<file path="src/rtl/multichannel_priority_fifo_pkg.sv">
// Purpose : shared helpers for the multichannel priority FIFO (channel-index width sizing).
// Latency : n/a (compile-time constants only).
// Backpressure: n/a.
package multichannel_priority_fifo_pkg;

    // A single-channel build still needs a 1-bit channel index on the output.
    function automatic int calc_ch_w(input int n_channels);
        return (n_channels > 1) ? $clog2(n_channels) : 1;
    endfunction

endpackage

</file>
<file path="src/rtl/multichannel_priority_fifo_channel_buffer.sv">
// Purpose : storage array for one channel FIFO; synchronous write port, asynchronous read port.
// Latency : write visible on the read port the cycle after wr_en; read is combinational.
// Backpressure: none here, the parent owns pointers/fill and never writes a full channel.
// Ports   : clock, wr_en/wr_addr/wr_data (write port), rd_addr/rd_data (read port).
module channel_buffer #(
    parameter int WIDTH = 33,
    parameter int DEPTH = 16
) (
    input  logic                     clock,
    input  logic                     wr_en,
    input  logic [$clog2(DEPTH)-1:0] wr_addr,
    input  logic [WIDTH-1:0]         wr_data,
    input  logic [$clog2(DEPTH)-1:0] rd_addr,
    output logic [WIDTH-1:0]         rd_data
);

    logic [WIDTH-1:0] mem_q [DEPTH];

    // Payload storage carries no reset; stale words are unreachable once the pointers clear.
    always_ff @(posedge clock) begin
        if (wr_en) begin
            mem_q[wr_addr] <= wr_data;
        end
    end

    assign rd_data = mem_q[rd_addr];

endmodule

</file>
<file path="src/rtl/multichannel_priority_fifo.sv">
// Purpose : strict-priority merge of N AXI-stream channels (ch0 highest) through per-channel FIFOs
//           into one registered output stage, optionally keeping multi-beat packets contiguous.
// Latency : 2 cycles input valid -> output valid; 1 beat/cycle sustained with data_out_ready high.
// Backpressure: data_in_ready[c] drops when channel c holds FIFO_DEPTH beats; output held while stalled.
// Ports   : clock, reset (sync, active-low); data_in/_valid/_tlast/_ready (per-channel slices);
//           data_out/_valid/_tlast/_channel/_ready (merged stream plus source channel).
module multichannel_priority_fifo
    import multichannel_priority_fifo_pkg::*;
#(
    parameter int DATA_WIDTH  = 32,
    parameter int N_CHANNELS  = 4,
    parameter int FIFO_DEPTH  = 16,
    parameter int PACKET_LOCK = 1
) (
    input  logic                             clock,
    input  logic                             reset,
    input  logic [N_CHANNELS*DATA_WIDTH-1:0] data_in,
    input  logic [N_CHANNELS-1:0]            data_in_valid,
    input  logic [N_CHANNELS-1:0]            data_in_tlast,
    output logic [N_CHANNELS-1:0]            data_in_ready,
    output logic [DATA_WIDTH-1:0]            data_out,
    output logic                             data_out_valid,
    output logic                             data_out_tlast,
    output logic [calc_ch_w(N_CHANNELS)-1:0] data_out_channel,
    input  logic                             data_out_ready
);

    localparam int ADDR_W  = $clog2(FIFO_DEPTH);
    localparam int CH_W    = calc_ch_w(N_CHANNELS);
    localparam int ENTRY_W = DATA_WIDTH + 1;
    localparam logic [ADDR_W:0] FULL_LEVEL = (ADDR_W+1)'(FIFO_DEPTH);

    logic [ADDR_W-1:0]     wr_ptr_q [N_CHANNELS];
    logic [ADDR_W-1:0]     wr_ptr_d [N_CHANNELS];
    logic [ADDR_W-1:0]     rd_ptr_q [N_CHANNELS];
    logic [ADDR_W-1:0]     rd_ptr_d [N_CHANNELS];
    logic [ADDR_W:0]       fill_q   [N_CHANNELS];
    logic [ADDR_W:0]       fill_d   [N_CHANNELS];
    logic [ENTRY_W-1:0]    rd_word  [N_CHANNELS];

    logic [N_CHANNELS-1:0] push;
    logic [N_CHANNELS-1:0] nonempty;
    logic [N_CHANNELS-1:0] eligible;
    logic                  found;
    logic [CH_W-1:0]       winner;
    logic [ENTRY_W-1:0]    win_word;
    logic                  out_free;
    logic                  pop_any;

    logic                  lock_active_q, lock_active_d;
    logic [CH_W-1:0]       lock_ch_q, lock_ch_d;

    logic [DATA_WIDTH-1:0] data_out_q, data_out_d;
    logic                  data_out_vld_q, data_out_vld_d;
    logic                  data_out_last_q, data_out_last_d;
    logic [CH_W-1:0]       data_out_ch_q, data_out_ch_d;

    // Per-channel storage plus handshake decode.
    for (genvar c = 0; c < N_CHANNELS; c++) begin : g_ch
        // Ready comes from the registered fill only, so a pop in the same cycle cannot
        // open a full channel and there is no combinational path from data_out_ready.
        assign data_in_ready[c] = (fill_q[c] != FULL_LEVEL);
        assign push[c]          = data_in_valid[c] && data_in_ready[c];
        assign nonempty[c]      = (fill_q[c] != '0);

        channel_buffer #(
            .WIDTH (ENTRY_W),
            .DEPTH (FIFO_DEPTH)
        ) u_buf (
            .clock   (clock),
            .wr_en   (push[c]),
            .wr_addr (wr_ptr_q[c]),
            .wr_data ({data_in_tlast[c], data_in[c*DATA_WIDTH +: DATA_WIDTH]}),
            .rd_addr (rd_ptr_q[c]),
            .rd_data (rd_word[c])
        );
    end

    // Arbiter: mask down to the locked channel while a packet is open, then take the lowest index.
    always_comb begin
        out_free = !data_out_vld_q || data_out_ready;
        eligible = '0;
        for (int c = 0; c < N_CHANNELS; c++) begin
            if ((PACKET_LOCK != 0) && lock_active_q) begin
                eligible[c] = nonempty[c] && (CH_W'(c) == lock_ch_q);
            end else begin
                eligible[c] = nonempty[c];
            end
        end

        found    = 1'b0;
        winner   = '0;
        win_word = '0;
        // Descending scan so the lowest eligible index is the last (winning) assignment.
        for (int c = N_CHANNELS - 1; c >= 0; c--) begin
            if (eligible[c]) begin
                found    = 1'b1;
                winner   = CH_W'(c);
                win_word = rd_word[c];
            end
        end
        pop_any = out_free && found;
    end

    // Pointer / fill / output-stage / lock next state.
    always_comb begin
        lock_active_d   = lock_active_q;
        lock_ch_d       = lock_ch_q;
        data_out_d      = data_out_q;
        data_out_vld_d  = data_out_vld_q;
        data_out_last_d = data_out_last_q;
        data_out_ch_d   = data_out_ch_q;

        for (int c = 0; c < N_CHANNELS; c++) begin
            logic pop_c;
            pop_c       = pop_any && (winner == CH_W'(c));
            wr_ptr_d[c] = wr_ptr_q[c] + ADDR_W'(push[c]);
            rd_ptr_d[c] = rd_ptr_q[c] + ADDR_W'(pop_c);
            case ({push[c], pop_c})
                2'b10:   fill_d[c] = fill_q[c] + 1'b1;
                2'b01:   fill_d[c] = fill_q[c] - 1'b1;
                default: fill_d[c] = fill_q[c];
            endcase
        end

        if (out_free) begin
            if (found) begin
                data_out_d      = win_word[DATA_WIDTH-1:0];
                data_out_last_d = win_word[DATA_WIDTH];
                data_out_ch_d   = winner;
                data_out_vld_d  = 1'b1;
                if (PACKET_LOCK != 0) begin
                    lock_active_d = !win_word[DATA_WIDTH];
                    lock_ch_d     = winner;
                end
            end else begin
                data_out_vld_d = 1'b0;
            end
        end
    end

    always_ff @(posedge clock) begin
        if (!reset) begin
            for (int c = 0; c < N_CHANNELS; c++) begin
                wr_ptr_q[c] <= '0;
                rd_ptr_q[c] <= '0;
                fill_q[c]   <= '0;
            end
            lock_active_q   <= 1'b0;
            lock_ch_q       <= '0;
            data_out_q      <= '0;
            data_out_vld_q  <= 1'b0;
            data_out_last_q <= 1'b0;
            data_out_ch_q   <= '0;
        end else begin
            for (int c = 0; c < N_CHANNELS; c++) begin
                wr_ptr_q[c] <= wr_ptr_d[c];
                rd_ptr_q[c] <= rd_ptr_d[c];
                fill_q[c]   <= fill_d[c];
            end
            lock_active_q   <= lock_active_d;
            lock_ch_q       <= lock_ch_d;
            data_out_q      <= data_out_d;
            data_out_vld_q  <= data_out_vld_d;
            data_out_last_q <= data_out_last_d;
            data_out_ch_q   <= data_out_ch_d;
        end
    end

    assign data_out         = data_out_q;
    assign data_out_valid   = data_out_vld_q;
    assign data_out_tlast   = data_out_last_q;
    assign data_out_channel = data_out_ch_q;

endmodule

</file>
<file path="config.mk">
export PLATFORM = sky130hd
export DESIGN_NAME = multichannel_priority_fifo
export DESIGN_NICKNAME = d
export VERILOG_FILES = /design/src/rtl/multichannel_priority_fifo_pkg.sv /design/src/rtl/multichannel_priority_fifo_channel_buffer.sv /design/src/rtl/multichannel_priority_fifo.sv
export SDC_FILE = /design/constraint.sdc
export NUM_CORES = 2
export LEC_CHECK = 0
export BUFFER_PORTS_ARGS = -buffer_cell sky130_fd_sc_hd__buf_2
export CAP_MARGIN = 40
export CORE_ASPECT_RATIO = 1.5
export CORE_MARGIN = 3
export CORE_UTILIZATION = 55
export CTS_CLUSTER_SIZE = 24
export DETAILED_ROUTE_END_ITERATION = 10
export GPL_TIMING_DRIVEN = 0
export PLACE_DENSITY = 0.78
export SLEW_MARGIN = 40
export SYNTH_ARGS = -nofsm -noshare
export SYNTH_HDL_FRONTEND = slang
export SYNTH_SLANG_ARGS = --single-unit
</file>
<file path="constraint.sdc">
create_clock -name clock -period 6.4 [get_ports clock]
set_clock_uncertainty 0.1 [all_clocks]
set_input_delay 1.92 -clock clock [delete_from_list [all_inputs] [get_ports clock]]
set_output_delay 1.92 -clock clock [all_outputs]
set_load 0.02 [all_outputs]
</file>
==> results.md <==
- GRT Util Overall: 28.6%
- Worst hold path type: reg2reg
- Most instantiated cells after synthesis: edfxtp_1 (2112), mux4_2 (596), clkbuf_1 (133)
- Startpoint Class: flip-flop
- Crit Path Class: reg2reg
- Multi-input gate area: 19100 sq um
- Fin crit period: 5550 ps
- Final clock period utilization by the worst path: 86.6%
- Worst VDD drop: 0.295 mV
- Final hold violations: 0
- Sequential share of the synthesized area: 76.8%
- Initial DRC Count: 6785
- Top_reg_cell synth: edfxtp_1
- Ports: 179
- Max-slew violations: 0
- Row cnt: 175
- Setup violations, final: 0
- Relative slew slack: 32.6%
- Vias per cell: 6.64
- H-Tree Depth: 4
- TritonCTS Sinks: 2201
- Routability cong.: 0.905
- Simple-Gate Fraction of Synth Area: 2.34%
- Net Sw Frac: 30.0%
- Post-CTS Resized: 0
- TritonCTS clock tree: done
- Combinational share of power: 24.7%
- Final HPWL DP: 146 mm
- GR Overflow Total: 0
- Initial Util: 55.7%
- Metal-1 WL: 74.4 mm
- Avg Inst Size Synth: 22.1 sq um
- Clk pin slew, worst setup/hold paths: 80 ps
- Slowest stage delay, CP: 800 ps
- Top-count cell post-synth: edfxtp_1
- Nets@finish: 4573
- Clock network power share: 30.8%
- Pwr dens: 379 nW/um^2
- Ratio of cells with drive above 1 in the final layout: 31.6%
- Vias: 44000
- Hold-fix buffers, CTS: 0
- Metal2 WL: 112 mm
- Crit path cell chain: clkbuf_1 > nor4_1 > and2_1 > a21oi_4 > clkbuf_1 > or2_2 > nor2_1 > ha_1 > clkbuf_1 > xor2_1 > ha_1 > o21ai_0 > a21oi_1 > a21oi_1 > xor2_1 > or3_1 > a21boi_0
- # Max-Cap Violations: 0
- Global-route wire length before repair: 323 mm
- Largest net degree at the start of global routing: 19
- Delay-heaviest family, CP: simple AND/OR/NAND/NOR gates
- Least-Margin Pin Slew: 1000 ps
- ANT nets after route: 0
- Ys async rst share: 0%
- Worst-Skew Late Latency: 820 ps
- Full die area: 159000 sq um
- Crit-path max FO: 10
- Post-CTS Repair Setup Buffers: 0
- Status: finished clean
- Psw: 11100 uW
- Int Pwr: 26000 uW
- Initial antenna violation count: 51
- Total negative slack: 0 ps
- FMAX: 180 MHz
- RSZ-0062 raised after global routing: no
- Yosys warns: 0
- Hold Crit Start: data_out_tlast$_SDFFE_PN0P_
- Total core area: 152000 sq um
- Number of enable flip-flop cells after synthesis: 2112
- Reg2Reg Launch Point: fill_q[1][1]$_SDFFE_PN0P_
- Bufs and invs on worst path: 3
- Leading area contributor after synthesis: edfxtp_1
- Yosys cell types: 61
- Top Layer Used: met5
- Main area contributors after synthesis: edfxtp_1 (75%), mux4_2 (16%), dfxtp_1 (2.1%)
- Synth Instances: 3838
- DRC viols: 0
- Final Util: 64.2%
- Pre-antenna DRT Iters: 8
- Met3 wire length: 25.6 mm
- I/O Buffers: 178
- Hold_ws: 382 ps
- Die width: 327 microns
- Fill count: 9444
- Most frequent CP cell: clkbuf_1
- Post-Synth XOR/XNOR Area: 0.351%
- Drt wl/cell: 34.0 microns
- Register bit total from synthesis: 2201
- Post-Syn Area: 84900 sq um
- Synthesized net count: 4006
- Register area: 65200 sq um
- Die Height: 487 microns
- Largest family of logic cells by synthesized area: multiplexers
- Slowest cell on the critical path: nor4_1
- CTS root buf: clkbuf_16
- Seq pwr share: 44.6%
- Worst Path Required: 7040 ps
- Vias in the first global route: 45100
- Synth Area in Compound Gates: 2.29%
- Crit path DAT: 6190 ps
- Share of the synthesized area in the top cell type: 74.7%
- Area growth syn-to-layout: 15.2%
- Leakage: 0.0306 uW
- Crit. End Element: flip-flop
- TritonCTS buffer count: 180
- Post-synthesis adder-cell area fraction: 0.428%
- Max clock buf depth: 3
- Drt total wl: 225 mm
- Multiplexer area fraction after synthesis: 16.5%
- Crit. Startpoint: fill_q[1][1]$_SDFFE_PN0P_
[area by class of cell]
| type | count | area share (%) |
|---|---|---|
| well taps | 2035 | 2.60 |
| diodes | 27 | 0.0691 |
| clock inverters | 111 | 1.27 |
| clock buffers | 225 | 4.90 |
| repair buffers | 385 | 3.85 |
| flip-flops and latches | 2201 | 66.7 |
| multi-input cells | 1401 | 19.5 |
| plain buffers | 221 | 1.03 |
| inverters | 15 | 0.0576 |
[kinds of logic (layout without fill, tap and decap cells)]
kind of cell,count (synthesis),after routing
multiplexers,656,656
flip-flops,2201,2201
XOR/XNOR,34,34
AO/OA/AOI/OAI,285,285
buffers and inverters,236,957
adder cells (fa/ha/maj),29,29
other,0,27
AND/OR/NAND/NOR,397,397
[per-stage QoR]
step / cells / power (uW) / cell area (sq um) / worst slack [ps]
2_1_floorplan: 3838 / 22100 / 84900 / 1150
3_3_place_gp: 6051 / 25200 / 88300 / -1940
3_5_place_dp: 6258 / 25600 / 91600 / 1100
4_1_cts: 6594 / 36900 / 97700 / 1020
5_1_grt: 6598 / 38000 / 97700 / 629
6_report: 6621 / 37100 / 97800 / 855
[placed cells by master (no fill, tap or decap), types with 21 or more instances in the layout]
cell type	count
dfxtp_1	89
xor2_1	22
clkbuf_16	185
buf_16	52
buf_4	64
nor2_1	45
clkinv_1	32
clkinv_2	27
bufinv_16	24
nand2_1	98
and2_1	43
nand3_1	26
mux2i_1	50
ha_1	29
nor2_4	48
o21ai_0	39
diode_2	27
a22oi_1	62
a221oi_1	30
a21oi_1	55
nor3_1	21
clkbuf_2	26
edfxtp_1	2112
buf_2	285
mux4_2	596
buf_8	49
clkbuf_1	149
nor2b_1	45
[path summary, 6_finish.rpt]
kind | end | slack (ps) | cells after the start
max | fill_q[0][4]$_SDFFE_PN0P_ | 850 | 17
min | data_out_tlast$_SDFFE_PN0P_ | 380 | 2
max reg2reg | fill_q[0][4]$_SDFFE_PN0P_ | 850 | 17
min reg2reg | data_out_tlast$_SDFFE_PN0P_ | 380 | 2
[power by group through the flow]
stage / Clock (uW) / Sequential [uW] / Combinational [uW]
after floorplan: 0 / 16800 / 5280
after global placement: 0 / 16800 / 8380
after detailed placement: 0 / 16800 / 8780
after CTS: 11500 / 16500 / 8960
after global routing: 12000 / 16600 / 9460
final: 11400 / 16500 / 9140
[worst reg2reg max path: cells and delay by family (launching register included)]
family,cells,cell delay [ps]
buffers and inverters,3,1000
XOR/XNOR,2,350
flip-flops,1,310
AO/OA/AOI/OAI,5,650
adder cells (fa/ha/maj),2,500
AND/OR/NAND/NOR,5,2570
[flip-flops by register name, indices dropped and copies added, names as in the netlist]
signal,flops
data_out_channel,2
fill_q,20
data_out,32
data_out_valid,1
lock_active_q,1
wr_ptr_q,16
g_ch.u_buf.mem_q,2112
data_out_tlast,1
rd_ptr_q,16
[layer usage]
layer / GRT usage, % / up-vias
li1: - / 17300
met1: 35.4 / 22900
met2: 46.4 / 3116
met3: 7.81 / 650
met4: 15.0 / 28
met5: 0 / -
(Power assumes the default switching activity.)
